$ cat src/rtl/spi_arb_pkg.sv
// Shared types and constants for the SPI master arbiter.
//   - state_e       : transaction FSM states
//   - SPI_*         : word / byte-count widths of the SPIMaster interface
//   - bytes_ok()    : checks that a requested write byte count is 1..SPI_MAX_BYTES
package spi_arb_pkg;

  localparam int SPI_WORD_W    = 32;
  localparam int SPI_BYTES_W   = 3;
  localparam int SPI_MAX_BYTES = 4;

  typedef enum logic [1:0] {
    ST_IDLE   = 2'd0,
    ST_LAUNCH = 2'd1,
    ST_BUSY   = 2'd2,
    ST_RESP   = 2'd3
  } state_e;

  // A byte count of zero or above the master's capacity is a malformed request.
  function automatic logic bytes_ok(input logic [SPI_BYTES_W-1:0] bytes);
    return (bytes != 3'd0) && (bytes <= 3'(SPI_MAX_BYTES));
  endfunction

endpackage

$ cat src/rtl/rr_arbiter.sv
// Combinational round-robin arbiter.
// Ports:
//   req_i  : request vector, one bit per requester
//   ptr_i  : index where the priority scan starts
//   gnt_o  : one-hot grant (all zero when no request)
//   idx_o  : binary index of the granted requester
//   any_o  : at least one request is pending
// The pointer register lives in the parent so it only advances on accept.
module rr_arbiter
  import spi_arb_pkg::*;
#(
  parameter int NUM_REQ = 4
) (
  input  logic [NUM_REQ-1:0]         req_i,
  input  logic [$clog2(NUM_REQ)-1:0] ptr_i,
  output logic [NUM_REQ-1:0]         gnt_o,
  output logic [$clog2(NUM_REQ)-1:0] idx_o,
  output logic                       any_o
);

  localparam int IDX_W = $clog2(NUM_REQ);
  localparam int SUM_W = IDX_W + 1;

  logic [SUM_W-1:0] sum_s;
  logic [IDX_W-1:0] cand_s;
  logic             hit_s;

  // Scan requesters starting at ptr_i, wrapping modulo NUM_REQ; first hit wins.
  always_comb begin
    gnt_o  = '0;
    idx_o  = '0;
    any_o  = 1'b0;
    sum_s  = '0;
    cand_s = '0;
    hit_s  = 1'b0;
    for (int i = 0; i < NUM_REQ; i++) begin
      sum_s          = {1'b0, ptr_i} + SUM_W'(i);
      sum_s          = (sum_s >= SUM_W'(NUM_REQ)) ? (sum_s - SUM_W'(NUM_REQ)) : sum_s;
      cand_s         = sum_s[IDX_W-1:0];
      hit_s          = req_i[cand_s] & ~any_o;
      gnt_o[cand_s]  = gnt_o[cand_s] | hit_s;
      idx_o          = hit_s ? cand_s : idx_o;
      any_o          = any_o | hit_s;
    end
  end

endmodule

$ cat src/rtl/spi_arbiter.sv
// Shares one SPIMaster between NUM_REQ requesters.
// Each requester hands over one transaction (up to 4 write bytes); the winner
// is chosen round-robin, the master's enable/ready handshake is sequenced and
// the read data is returned to the owner. Malformed byte counts and transfers
// exceeding TIMEOUT_CYCLES complete with rsp_err_o set.
// Ports:
//   clk_i, rst_i            : clock, asynchronous active-high reset
//   req_valid_i/data/bytes  : per-requester transaction request
//   req_ready_o             : one-hot accept pulse (IDLE only)
//   rsp_valid_o             : one-hot completion pulse to the owner
//   rsp_data_o/bytes/err    : response payload, data held until next completion
//   ss_sel_o                : owner index while a transaction is in flight
//   m_enable_o/write/bytes  : drive to SPIMaster
//   m_ready_i/read data     : status and read data from SPIMaster
module spi_arbiter
  import spi_arb_pkg::*;
#(
  parameter int NUM_REQ        = 4,
  parameter int TIMEOUT_CYCLES = 4096
) (
  input  logic                            clk_i,
  input  logic                            rst_i,
  input  logic [NUM_REQ-1:0]              req_valid_i,
  input  logic [SPI_WORD_W*NUM_REQ-1:0]   req_data_i,
  input  logic [SPI_BYTES_W*NUM_REQ-1:0]  req_bytes_i,
  output logic [NUM_REQ-1:0]              req_ready_o,
  output logic [NUM_REQ-1:0]              rsp_valid_o,
  output logic [SPI_WORD_W-1:0]           rsp_data_o,
  output logic [SPI_BYTES_W-1:0]          rsp_bytes_o,
  output logic                            rsp_err_o,
  output logic [$clog2(NUM_REQ)-1:0]      ss_sel_o,
  output logic                            m_enable_o,
  output logic [SPI_WORD_W-1:0]           m_write_data_o,
  output logic [SPI_BYTES_W-1:0]          m_bytes_o,
  input  logic                            m_ready_i,
  input  logic [SPI_WORD_W-1:0]           m_read_data_i,
  input  logic [SPI_BYTES_W-1:0]          m_read_bytes_i
);

  localparam int IDX_W = $clog2(NUM_REQ);
  localparam int CNT_W = $clog2(TIMEOUT_CYCLES);
  localparam logic [CNT_W-1:0] CNT_LAST = CNT_W'(TIMEOUT_CYCLES - 1);

  state_e                 state_q, state_d;
  logic [IDX_W-1:0]       ptr_q, ptr_d;
  logic [IDX_W-1:0]       owner_q, owner_d;
  logic [CNT_W-1:0]       cnt_q, cnt_d;
  logic [SPI_WORD_W-1:0]  wdata_q, wdata_d;
  logic [SPI_BYTES_W-1:0] wbytes_q, wbytes_d;
  logic [SPI_WORD_W-1:0]  rsp_data_q, rsp_data_d;
  logic [SPI_BYTES_W-1:0] rsp_bytes_q, rsp_bytes_d;
  logic                   rsp_err_q, rsp_err_d;

  logic [NUM_REQ-1:0]     arb_gnt_s;
  logic [IDX_W-1:0]       arb_idx_s;
  logic                   arb_any_s;
  logic [SPI_WORD_W-1:0]  sel_data_s;
  logic [SPI_BYTES_W-1:0] sel_bytes_s;
  logic [IDX_W-1:0]       ptr_next_s;
  logic                   timeout_s;

  rr_arbiter #(
    .NUM_REQ (NUM_REQ)
  ) u_rr (
    .req_i (req_valid_i),
    .ptr_i (ptr_q),
    .gnt_o (arb_gnt_s),
    .idx_o (arb_idx_s),
    .any_o (arb_any_s)
  );

  // Select the winning requester's word and byte count.
  always_comb begin
    sel_data_s  = '0;
    sel_bytes_s = '0;
    for (int i = 0; i < NUM_REQ; i++) begin
      sel_data_s  = (arb_idx_s == IDX_W'(i)) ? req_data_i[i*SPI_WORD_W +: SPI_WORD_W] : sel_data_s;
      sel_bytes_s = (arb_idx_s == IDX_W'(i)) ? req_bytes_i[i*SPI_BYTES_W +: SPI_BYTES_W] : sel_bytes_s;
    end
  end

  assign ptr_next_s = (arb_idx_s == IDX_W'(NUM_REQ - 1)) ? '0 : (arb_idx_s + IDX_W'(1));
  assign timeout_s  = (cnt_q == CNT_LAST);

  // Next-state logic for the transaction FSM and its datapath registers.
  always_comb begin
    state_d     = state_q;
    ptr_d       = ptr_q;
    owner_d     = owner_q;
    cnt_d       = cnt_q;
    wdata_d     = wdata_q;
    wbytes_d    = wbytes_q;
    rsp_data_d  = rsp_data_q;
    rsp_bytes_d = rsp_bytes_q;
    rsp_err_d   = rsp_err_q;
    case (state_q)
      ST_IDLE: begin
        if (arb_any_s) begin
          ptr_d   = ptr_next_s;
          owner_d = arb_idx_s;
          cnt_d   = '0;
          if (bytes_ok(sel_bytes_s)) begin
            state_d  = ST_LAUNCH;
            wdata_d  = sel_data_s;
            wbytes_d = sel_bytes_s;
          end else begin
            // Malformed: answer immediately, master never enabled.
            state_d     = ST_RESP;
            rsp_err_d   = 1'b1;
            rsp_bytes_d = '0;
            rsp_data_d  = '0;
          end
        end else begin
          state_d = ST_IDLE;
        end
      end
      ST_LAUNCH: begin
        cnt_d = cnt_q + CNT_W'(1);
        if (timeout_s) begin
          state_d     = ST_RESP;
          rsp_err_d   = 1'b1;
          rsp_bytes_d = '0;
        end else if (!m_ready_i) begin
          state_d = ST_BUSY;
        end else begin
          state_d = ST_LAUNCH;
        end
      end
      ST_BUSY: begin
        cnt_d = cnt_q + CNT_W'(1);
        // Completion is checked first so it wins over a coincident expiry.
        if (m_ready_i) begin
          state_d     = ST_RESP;
          rsp_data_d  = m_read_data_i;
          rsp_bytes_d = m_read_bytes_i;
          rsp_err_d   = 1'b0;
        end else if (timeout_s) begin
          state_d     = ST_RESP;
          rsp_err_d   = 1'b1;
          rsp_bytes_d = '0;
        end else begin
          state_d = ST_BUSY;
        end
      end
      ST_RESP: begin
        state_d = ST_IDLE;
      end
      default: begin
        state_d = ST_IDLE;
      end
    endcase
  end

  // State and datapath registers.
  always_ff @(posedge clk_i or posedge rst_i) begin
    if (rst_i) begin
      state_q     <= ST_IDLE;
      ptr_q       <= '0;
      owner_q     <= '0;
      cnt_q       <= '0;
      wdata_q     <= '0;
      wbytes_q    <= '0;
      rsp_data_q  <= '0;
      rsp_bytes_q <= '0;
      rsp_err_q   <= 1'b0;
    end else begin
      state_q     <= state_d;
      ptr_q       <= ptr_d;
      owner_q     <= owner_d;
      cnt_q       <= cnt_d;
      wdata_q     <= wdata_d;
      wbytes_q    <= wbytes_d;
      rsp_data_q  <= rsp_data_d;
      rsp_bytes_q <= rsp_bytes_d;
      rsp_err_q   <= rsp_err_d;
    end
  end

  // Accept is masked during reset so every output reads zero while rst_i is high.
  assign req_ready_o    = ((state_q == ST_IDLE) && !rst_i) ? arb_gnt_s : '0;
  assign rsp_valid_o    = (state_q == ST_RESP) ? ({{(NUM_REQ-1){1'b0}}, 1'b1} << owner_q) : '0;
  assign rsp_data_o     = rsp_data_q;
  assign rsp_bytes_o    = rsp_bytes_q;
  assign rsp_err_o      = rsp_err_q;
  assign ss_sel_o       = (state_q == ST_IDLE) ? '0 : owner_q;
  assign m_enable_o     = (state_q == ST_LAUNCH);
  assign m_write_data_o = (state_q == ST_LAUNCH) ? wdata_q : '0;
  assign m_bytes_o      = (state_q == ST_LAUNCH) ? wbytes_q : '0;

endmodule

$ cat config.mk
export PLATFORM = sky130hd
export DESIGN_NAME = spi_arbiter
export DESIGN_NICKNAME = d
export VERILOG_FILES = /design/src/rtl/spi_arb_pkg.sv /design/src/rtl/rr_arbiter.sv /design/src/rtl/spi_arbiter.sv
export SDC_FILE = /design/constraint.sdc
export NUM_CORES = 1
export LEC_CHECK = 0
export BUFFER_PORTS_ARGS = -buffer_cell sky130_fd_sc_hd__buf_2
export CORE_ASPECT_RATIO = 2
export CORE_MARGIN = 8
export CORE_UTILIZATION = 51
export CTS_CLUSTER_SIZE = 14
export DETAILED_ROUTE_END_ITERATION = 7
export PLACE_DENSITY = 0.86
export REMOVE_ABC_BUFFERS = 1
export SYNTH_ARGS = -nofsm -noshare
export SYNTH_HDL_FRONTEND = slang
export SYNTH_SLANG_ARGS = --single-unit
export TNS_END_PERCENT = 1
$ cat constraint.sdc
create_clock -name clk_i -period 15.45 [get_ports clk_i]
set_input_delay 4.635 -clock clk_i [delete_from_list [all_inputs] [get_ports clk_i]]
set_output_delay 4.635 -clock clk_i [all_outputs]
set_load 0.005 [all_outputs]
* Yosys cells after proc, flatten, opt, wreduce, memory -nomap -nowiden *
Cells that the tools add are included.

cells by class
  equality and inequality tests = 10
  order comparisons = 13
  shifts and indexed selects = 1
  $add $sub $neg = 9
  muxes and demuxes = 72
  bitwise logic cells = 14
  reduce and logical (&&, ||, !) cells = 19

operators by type and width
  kind                                                                    number
  32-bit 2-to-1 mux                                                       8
  32-bit one-hot mux with 2 select lines                                  1
  2-bit 2-to-1 mux                                                        14
  3-bit 2-to-1 mux                                                        9
  12-bit one-hot mux with 2 select lines                                  1
  1-bit 2-to-1 mux                                                        18
  1-bit binary-select mux with 2-bit select                               8
  12-bit by 1-bit adder with 12-bit output (second input constant)        1
  4-bit bitwise mux                                                       3
  12-bit == test (second input constant)                                  1
  2-bit by 3-bit < comparator with 1-bit output (second input constant)   4
  12-bit 2-to-1 mux                                                       1
  3-bit >= comparator (second input constant)                             3
  3-bit one-hot mux with 3 select lines                                   1
  1-bit demux with 2-bit select                                           4
  2-bit == test (second input constant)                                   4
  2-bit by 1-bit >= comparator with 1-bit output (second input constant)  4
  4-bit 2-to-1 mux                                                        2
  2-bit one-hot mux with 4 select lines                                   1
  2-bit by 1-bit subtractor with 2-bit output (second input constant)     4
  1-bit bitwise OR                                                        7
  2-bit by 2-bit adder with 3-bit output (second input constant)          2
  1-bit logical AND                                                       6
  2-bit inequality test (second input constant)                           3
  other kinds (18)                                                        28

word-level totals
  input port bits = 182
  output and inout bits = 82
  word-level logic and storage cells = 147
  register bits after elaboration = 89

* Longest topological paths before layout *
Gate-level depths: netlist (run 1).

  depth after elaboration = 23
  gate-level depth with buffers = 20

* Modules after synthesis *
From an unflattened synthesis (run 1), not the netlist that was laid out.

second synthesis, totals
  cells, all modules = 687
  area, all modules = 6039.5 um2

by module, submodules not included
  module       seq. area each (um2)  cells each  instances  area each (um2)
  spi_arbiter  2227.1                588         1          5308.8
  rr_arbiter   0.0                   99          1          730.7

* Worst setup path before layout (run 1) *
OpenSTA, ideal clock, no wires.

  path type = in2out
  from = in rst_i
  to = out req_ready_o[0]
  slack = 3312 ps
  data required time = 10815 ps
  buffers on the path = 0
  stages = 6
  arrival time = 7503 ps
  cells stage by stage = inv_1 -> nand2_1 -> a41o_1 -> a21oi_1 -> nand4_2 -> mux2i_1

on the way
  longest elaborated chain between the ends = 3

ends and longest elaborated chain
  element            line                text
  from (decl)        spi_arbiter.sv:22   input logic rst_i,
  1-bit zero test    spi_arbiter.sv:180  assign req_ready_o = ((state_q == ST_IDLE) && !rst_i) ? arb_gnt_s : '0;
  1-bit logical AND  spi_arbiter.sv:180
  4-bit 2-to-1 mux   spi_arbiter.sv:180
  to (decl)          spi_arbiter.sv:26   output logic [NUM_REQ-1:0] req_ready_o,

No other way between the ends.

* Final worst setup path (run 1) *
  from = in req_valid_i[1]
  to = out req_ready_o[0]

on the way
  longest elaborated chain between the ends = 17

ends and longest elaborated chain
  element                                    line                text
  from (decl)                                spi_arbiter.sv:23   input logic [NUM_REQ-1:0] req_valid_i,
  1-bit binary-select mux with 2-bit select  rr_arbiter.sv:40    hit_s = req_i[cand_s] & ~any_o;
  1-bit 2-to-1 mux (implied by the code)     rr_arbiter.sv:40
  1-bit bitwise OR                           rr_arbiter.sv:41    gnt_o[cand_s] = gnt_o[cand_s] | hit_s;
  4-bit bitwise AND (no source line)         --
  1-bit binary-select mux with 2-bit select  rr_arbiter.sv:41
  1-bit 2-to-1 mux (implied by the code)     rr_arbiter.sv:41
  1-bit bitwise OR                           rr_arbiter.sv:41
  4-bit bitwise mux                          rr_arbiter.sv:41
  1-bit binary-select mux with 2-bit select  rr_arbiter.sv:41
  1-bit 2-to-1 mux (implied by the code)     rr_arbiter.sv:41
  1-bit bitwise OR                           rr_arbiter.sv:41
  4-bit bitwise mux                          rr_arbiter.sv:41
  1-bit binary-select mux with 2-bit select  rr_arbiter.sv:41
  1-bit 2-to-1 mux (implied by the code)     rr_arbiter.sv:41
  1-bit bitwise OR                           rr_arbiter.sv:41
  4-bit bitwise mux *                        rr_arbiter.sv:41
  4-bit 2-to-1 mux *                         spi_arbiter.sv:180

Every way passes the cells marked *; elsewhere a longest branch is shown, timed or not. The select of a mux whose other input is x is not followed.

==> results of run 1 <==
-- Yosys cell counts, types with 6 or more instances --
cell type	count	area, um2
o21ai_0	37	185
dfrtp_1	89	2230
nand3_1	6	30.0
nand2_1	62	233
nand2b_1	6	37.5
buf_1	7	26.3
mux2i_1	12	120
a22o_1	39	342
a21oi_1	74	370
ha_1	13	163
buf_4	6	45.0
o21ai_1	8	40.0
a22oi_1	32	240
nor2b_1	11	68.8
inv_1	9	33.8
clkbuf_1	27	101
and2_1	39	244
buf_2	8	40.0
nor2_1	82	308
nor3_1	6	30.0
-- how the worst max path moves through the flow --
stage | start | end | slack (ns)
6_report | req_valid_i[1] | req_ready_o[0] | 3.99
5_1_grt | req_valid_i[1] | req_ready_o[3] | 3.80
4_1_cts | req_valid_i[3] | req_ready_o[0] | 4.04
3_5_place_dp | req_valid_i[3] | req_ready_o[0] | 4.04
3_3_place_gp | req_valid_i[3] | req_ready_o[1] | 4.05
2_1_floorplan | rst_i | req_ready_o[0] | 3.31
-- worst register-to-register path, stage by stage, from the launching register on --
cell     delay [ns]
dfrtp_1        0.84
inv_2          0.27
ha_1           0.66
mux4_2         0.70
nor3_4         0.22
or3_2          0.15
a21oi_1        0.06
nor3_1         0.47
inv_1          0.21
ha_1           0.23
buf_4          0.25
and2_1         0.22
o31ai_1        0.36
a21oi_1        0.13
o31ai_1        0.51
o21a_1         0.29
or3_1          0.85
a22o_1         0.28
-- sequential cells by signal (all words and copies together), names as in the netlist --
register,flops
rsp_data_o,32
cnt_q,12
state_q,2
owner_q,2
ptr_q,2
rsp_err_o,1
rsp_bytes_o,3
wbytes_q,3
wdata_q,32
-- routing by layer --
metal | global-route usage [%] | up-vias
li1 | - | 2810
met1 | 23.0 | 2661
met2 | 41.2 | 224
met3 | 6.25 | 30
met4 | 9.08 | 0
met5 | 0 | -
-- power breakdown --
part           switching, mW  total [mW]  internal, mW
Sequential            0.0615       0.395         0.334
Combinational          0.710        1.16         0.450
Clock                 0.0958       0.209         0.113
-- logic make-up after synthesis --
kind of cell	Yosys count	synth area share (%)
mux	18	4.43
fa+ha+maj	13	2.86
simple gates	239	20.9
compound gates	222	26.0
xor+xnor	8	1.23
buf+inv	63	5.40
flops	89	39.2
-- cell usage in the layout (no fill, tap or decap), drive strengths merged, types with 6 or more instances in the layout --
cell and n:
a22oi 32, ha 13, a22o 39, nor2b 11
mux2i 12, nor2 82, nand2 63, o21ai 45
nand3 6, inv 12, clkbuf 9, nor3 7
nand2b 6, and2 39, dfrtp 89, a21oi 75
buf 269
-- per-stage QoR --
| stage | cell area, um2 | power, mW | instances | hold slack [ns] |
|---|---|---|---|---|
| floorplan | 5410 | 1.22 | 599 | 0.442 |
| global route | 7260 | 1.94 | 1025 | 0.505 |
| finish | 7260 | 1.76 | 1026 | 0.474 |
| global placement | 6960 | 1.53 | 1008 | 0.453 |
| detailed placement | 6960 | 1.56 | 1008 | 0.462 |
| CTS | 7260 | 1.78 | 1024 | 0.478 |
-- layout make-up --
type / instances / area (um2) / share of cell area [%]
multi-input combinational: 500 / 3160 / 43.5
sequential: 89 / 2230 / 30.7
timing repair buffer: 269 / 1360 / 18.7
clock buffer: 9 / 225 / 3.10
tap: 140 / 175 / 2.41
clock inverter: 7 / 70.1 / 0.965
inverter: 10 / 38.8 / 0.534
antenna: 2 / 5.00 / 0.0689
==> out/metrics.yaml, run 1 <==
detailed_routing:
  wl_met2_um: 9500
  drt_iter0_drc: 272
  viasPerCell: 5.58
  top_layer: "met4"
  wl_um: 17400
  post_drt_wl_per_cell_um: 16.9
  drtAntennaViolNets: 0
  wl_met3_um: 1180
  dr.pass1.iters: 7
  wl_met1_um: 6240
  post-route-drc-count: 0
  vias: 5725
setup_path:
  r2r_end: "rsp_data_o[28]"
  required_ns: 10.82
  crit_type: "in -> out"
  worstPathBufferInverterCount: 2
  max_stage_delay_ns: 0.53
  crit_path_top_delay_cell: "a2111oi_0"
  path_cells: "buf_2 -> and4b_1 -> a2111oi_0 -> a211oi_1 -> o22ai_1 -> a41oi_1 -> nand4_2 -> mux2i_1 -> buf_2"
  critPathArrivalTime_ns: 6.82
  regToRegStartpoint: "ptr_q[0]"
  start_kind: "input port"
  cp_max_fo: 7
  cpMostUsedCell: "buf_2"
  worstRegToRegCells: 17
  end_kind: "output pin"
  r2r_setup_slack_ns: 8.68
  cp_top_family: "compound AO/OA/AOI/OAI gates"
  path_depth: 9
clocking:
  cts_sinks: 89
  clk-insertion-delay-late_ns: 0.34
  cts_setup_buffers: 0
  cts_tree: "done"
  htree_levels: 3
  root_buffer: "clkbuf_16"
  cts_hold_buf: 0
  cts_resized: 0
  path_clk_slew_ns: 0.07
  numCtsBuffers: 9
  clock_path_buffers: 2
sta:
  rsz0062_at_grt: "no"
  finalSetupViolCount: 0
  drv_slew: 0
  setup_ws_ns: 3.99
  fmax_mhz: 87.3
  post-route-min-period_ns: 11.46
  worstMarginPinSlew_ns: 1.28
  relSlewSlack_pct: 14.5
  fin_crit_sh_pct: 74.2
  setup_tns_ns: 0
  finClkSkew_ns: 0.0108
  finalHoldViolCount: 0
synth:
  ys.flop_type: "dfrtp_1"
  syn_inst: 652
  yosysSeqAreaShare_pct: 39.2
  yosysWarnings: 0
  synth-async-reset-ratio_pct: 100
  syn-cell-area_um2: 5680
  syn_area_per_cell_um2: 8.71
  ys_ff_latch: 89
  synth_edf_count: 0
  ys_types: 62
floorplan:
  initial_utilization_pct: 52.2
  die-area_um2: 15000
  die_y_um: 165
  coreArea_um2: 10900
  io_pins: 264
  rows: 54
  fp.dieW_um: 90.6
hold_path:
  hold_path_end: "wdata_q[29]"
  hold_class: "reg -> reg"
  timing.hold.worst.start: "wdata_q[29]"
  min_path_cells: 2
cells_and_area:
  fill_cells: 941
  final_core_util_pct: 66.8
  drive_gt1_share_pct: 35.0
  finalNetCount: 1074
  area_delta_synth_final_pct: 27.8
global_routing:
  grt_max_degree: 73
  grt_usage_pct: 22.3
  grt_pass1_vias: 5693
  grt_pass1_wl_um: 27200
  grt.overflow.total: 0
  antenna_found_initial: 1
pwr:
  worst_ir_drop_vdd_mv: 0.174
  powerDensity_nw_per_um2: 243
  p_leak_nw: 3.77
place:
  dp_hpwl_um: 13700
  gp_congestion: 0.909
  post-place-ws_ns: 4.04
  portBuffers: 263
status:
  status: "finished clean"
run:
  max_cap_violations: 0
Note: power is estimated with default switching activity, not from simulation.
==> inputs of run 2 (changes only) <==
--- a/config.mk
+++ b/config.mk
@@ -8,10 +8,10 @@
 export BUFFER_PORTS_ARGS = -buffer_cell sky130_fd_sc_hd__buf_2
 export CORE_ASPECT_RATIO = 2
 export CORE_MARGIN = 8
-export CORE_UTILIZATION = 51
+export CORE_UTILIZATION = 43
 export CTS_CLUSTER_SIZE = 14
 export DETAILED_ROUTE_END_ITERATION = 7
-export PLACE_DENSITY = 0.86
+export PLACE_DENSITY = 0.78
 export REMOVE_ABC_BUFFERS = 1
 export SYNTH_ARGS = -nofsm -noshare
 export SYNTH_HDL_FRONTEND = slang
==> constraint.sdc (replaced) <==
create_clock -name clk_i -period 10.1 [get_ports clk_i]
set_input_delay 3.03 -clock clk_i [delete_from_list [all_inputs] [get_ports clk_i]]
set_output_delay 3.03 -clock clk_i [all_outputs]
set_load 0.005 [all_outputs]
==> run 2 against run 1 <==
Against the previous run:
- clock skew up 0.0024 ns
- clock-buffer cell count unchanged
- die area grew 16%
- power up 54%
- largest power group unchanged
- sequential share of layout area down 0.074 points
- global-route usage decreased by 3.1 points
- largest cell class unchanged
- sequential power is 54% higher
- worst setup slack worse by 2.1 ns
- clock power rose by 57%
==> out/metrics.yaml, run 2 (synthesized netlist as in run 1, its figures left out) <==
status:
  status: "finished clean"
floorplan:
  die_y_um: 179
  rows: 59
  coreArea_um2: 13000
  io_pins: 264
  die-area_um2: 17400
  fp.dieW_um: 97.3
  initial_utilization_pct: 43.7
global_routing:
  grt_pass1_wl_um: 27600
  grt_usage_pct: 19.2
  antenna_found_initial: 0
  grt_max_degree: 73
  grt_pass1_vias: 5704
  grt.overflow.total: 0
clocking:
  numCtsBuffers: 9
  cts_setup_buffers: 0
  cts_sinks: 89
  root_buffer: "clkbuf_16"
  cts_hold_buf: 0
  htree_levels: 3
  path_clk_slew_ns: 0.06
  cts_tree: "done"
  clk-insertion-delay-late_ns: 0.34
  cts_resized: 0
  clock_path_buffers: 2
pwr:
  powerDensity_nw_per_um2: 372
  p_leak_nw: 3.77
  worst_ir_drop_vdd_mv: 0.398
sta:
  relSlewSlack_pct: 28.0
  rsz0062_at_grt: "no"
  drv_slew: 0
  post-route-min-period_ns: 8.23
  finalHoldViolCount: 0
  worstMarginPinSlew_ns: 1.08
  setup_ws_ns: 1.87
  finalSetupViolCount: 0
  fin_crit_sh_pct: 81.5
  fmax_mhz: 122
  setup_tns_ns: 0
  finClkSkew_ns: 0.0132
place:
  dp_hpwl_um: 13700
  post-place-ws_ns: 1.90
  gp_congestion: 0.871
  portBuffers: 263
cells_and_area:
  diodes: 0
  area_delta_synth_final_pct: 28.1
  final_cell_mix: "buf_2 (263), dfrtp_1 (89), nor2_1 (81), a21oi_1 (74), nand2_1 (61)"
  fill_cells: 1215
  final_core_util_pct: 56.0
  seq_area_um2: 2230
  drive_gt1_share_pct: 35.0
  finalNetCount: 1075
  multi_input_area_um2: 3160
  layout_commonest_cell: "buf_2"
setup_path:
  crit_path_top_delay_cell: "mux4_2"
  cp_max_fo: 12
  max_stage_delay_ns: 0.66
  cpMostUsedCell: "buf_2"
  end_kind: "output pin"
  path_cells: "buf_2 -> mux4_2 -> mux2_4 -> a221oi_2 -> and4_1 -> a41oi_1 -> nand4_2 -> mux2i_1 -> buf_2"
  crit_type: "in -> out"
  start_kind: "input port"
  critPathArrivalTime_ns: 5.20
  required_ns: 7.07
hold_path:
  hold_class: "reg -> reg"
detailed_routing:
  viasPerCell: 5.38
  wl_um: 17700
  dr.pass1.iters: 4
  vias: 5579
  post_drt_wl_per_cell_um: 17.1
  post-route-drc-count: 0
  drt_iter0_drc: 169
  drtAntennaViolNets: 0
run:
  max_cap_violations: 0
==> run 2: cell types whose count changed in the layout (fill, tap and decap cells not counted) <==
| cell | previous run | this run |
|---|---|---|
| diode_2 | 2 | 0 |
| buf_4 | 6 | 7 |
| clkinv_4 | 2 | 1 |
| inv_6 | 2 | 3 |
==> run 2: critical path: cells and delay by family <==
family,cells,cell delay [ns]
compound gates,2,0.33
buf+inv,2,0.28
mux,3,1.14
simple gates,2,0.42
==> run 2: path summary, 6_finish.rpt <==
| path | start | end | slack [ns] | cells after the start |
|---|---|---|---|---|
| setup / recovery | req_valid_i[3] | req_ready_o[2] | 1.87 | 9 |
| hold / removal | wdata_q[10] | wdata_q[10] | 0.47 | 2 |
| setup reg to reg | ptr_q[0] | rsp_data_o[17] | 3.50 | 17 |
| hold reg to reg | wdata_q[10] | wdata_q[10] | 0.47 | 2 |
| max in group asynchronous | rst_i | cnt_q[8] | 6.22 | 3 |
| min in group asynchronous | rst_i | wbytes_q[2] | 2.72 | 2 |
==> run 2: per-layer routing <==
metal / up-vias / track usage (%) / part of all wire, %
li1: 2802 / - / -
met1: 2577 / 19.0 / 36
met2: 181 / 37.4 / 56
met3: 19 / 5.00 / 5.6
met4: 0 / 6.17 / 2.0
met5: - / 0 / 0
==> run 2: power by group <==
part           switching [mW]  leakage (nW)  internal (mW)
registers              0.0964          1.17          0.510
clock network           0.155         0.142          0.174
logic                    1.08          2.46          0.691
==> run 2: area by class of cell <==
cell class / count / share of cell area (%)
Multi-Input combinational cell: 500 / 43.4
Sequential cell: 89 / 30.6
Clock inverter: 7 / 0.963
Tap cell: 152 / 2.61
Clock buffer: 9 / 3.09
Timing Repair Buffer: 270 / 18.8
Inverter: 10 / 0.533
==> run 2: through the flow <==
step	instances	power (mW)	area [um2]	hold WS [ns]
finish	1037	2.71	7280	0.469
global route	1037	2.98	7280	0.498
CTS	1037	2.74	7280	0.477
detailed placement	1021	2.40	6980	0.462
global placement	1021	2.36	6980	0.453
floorplan	599	1.87	5410	0.442
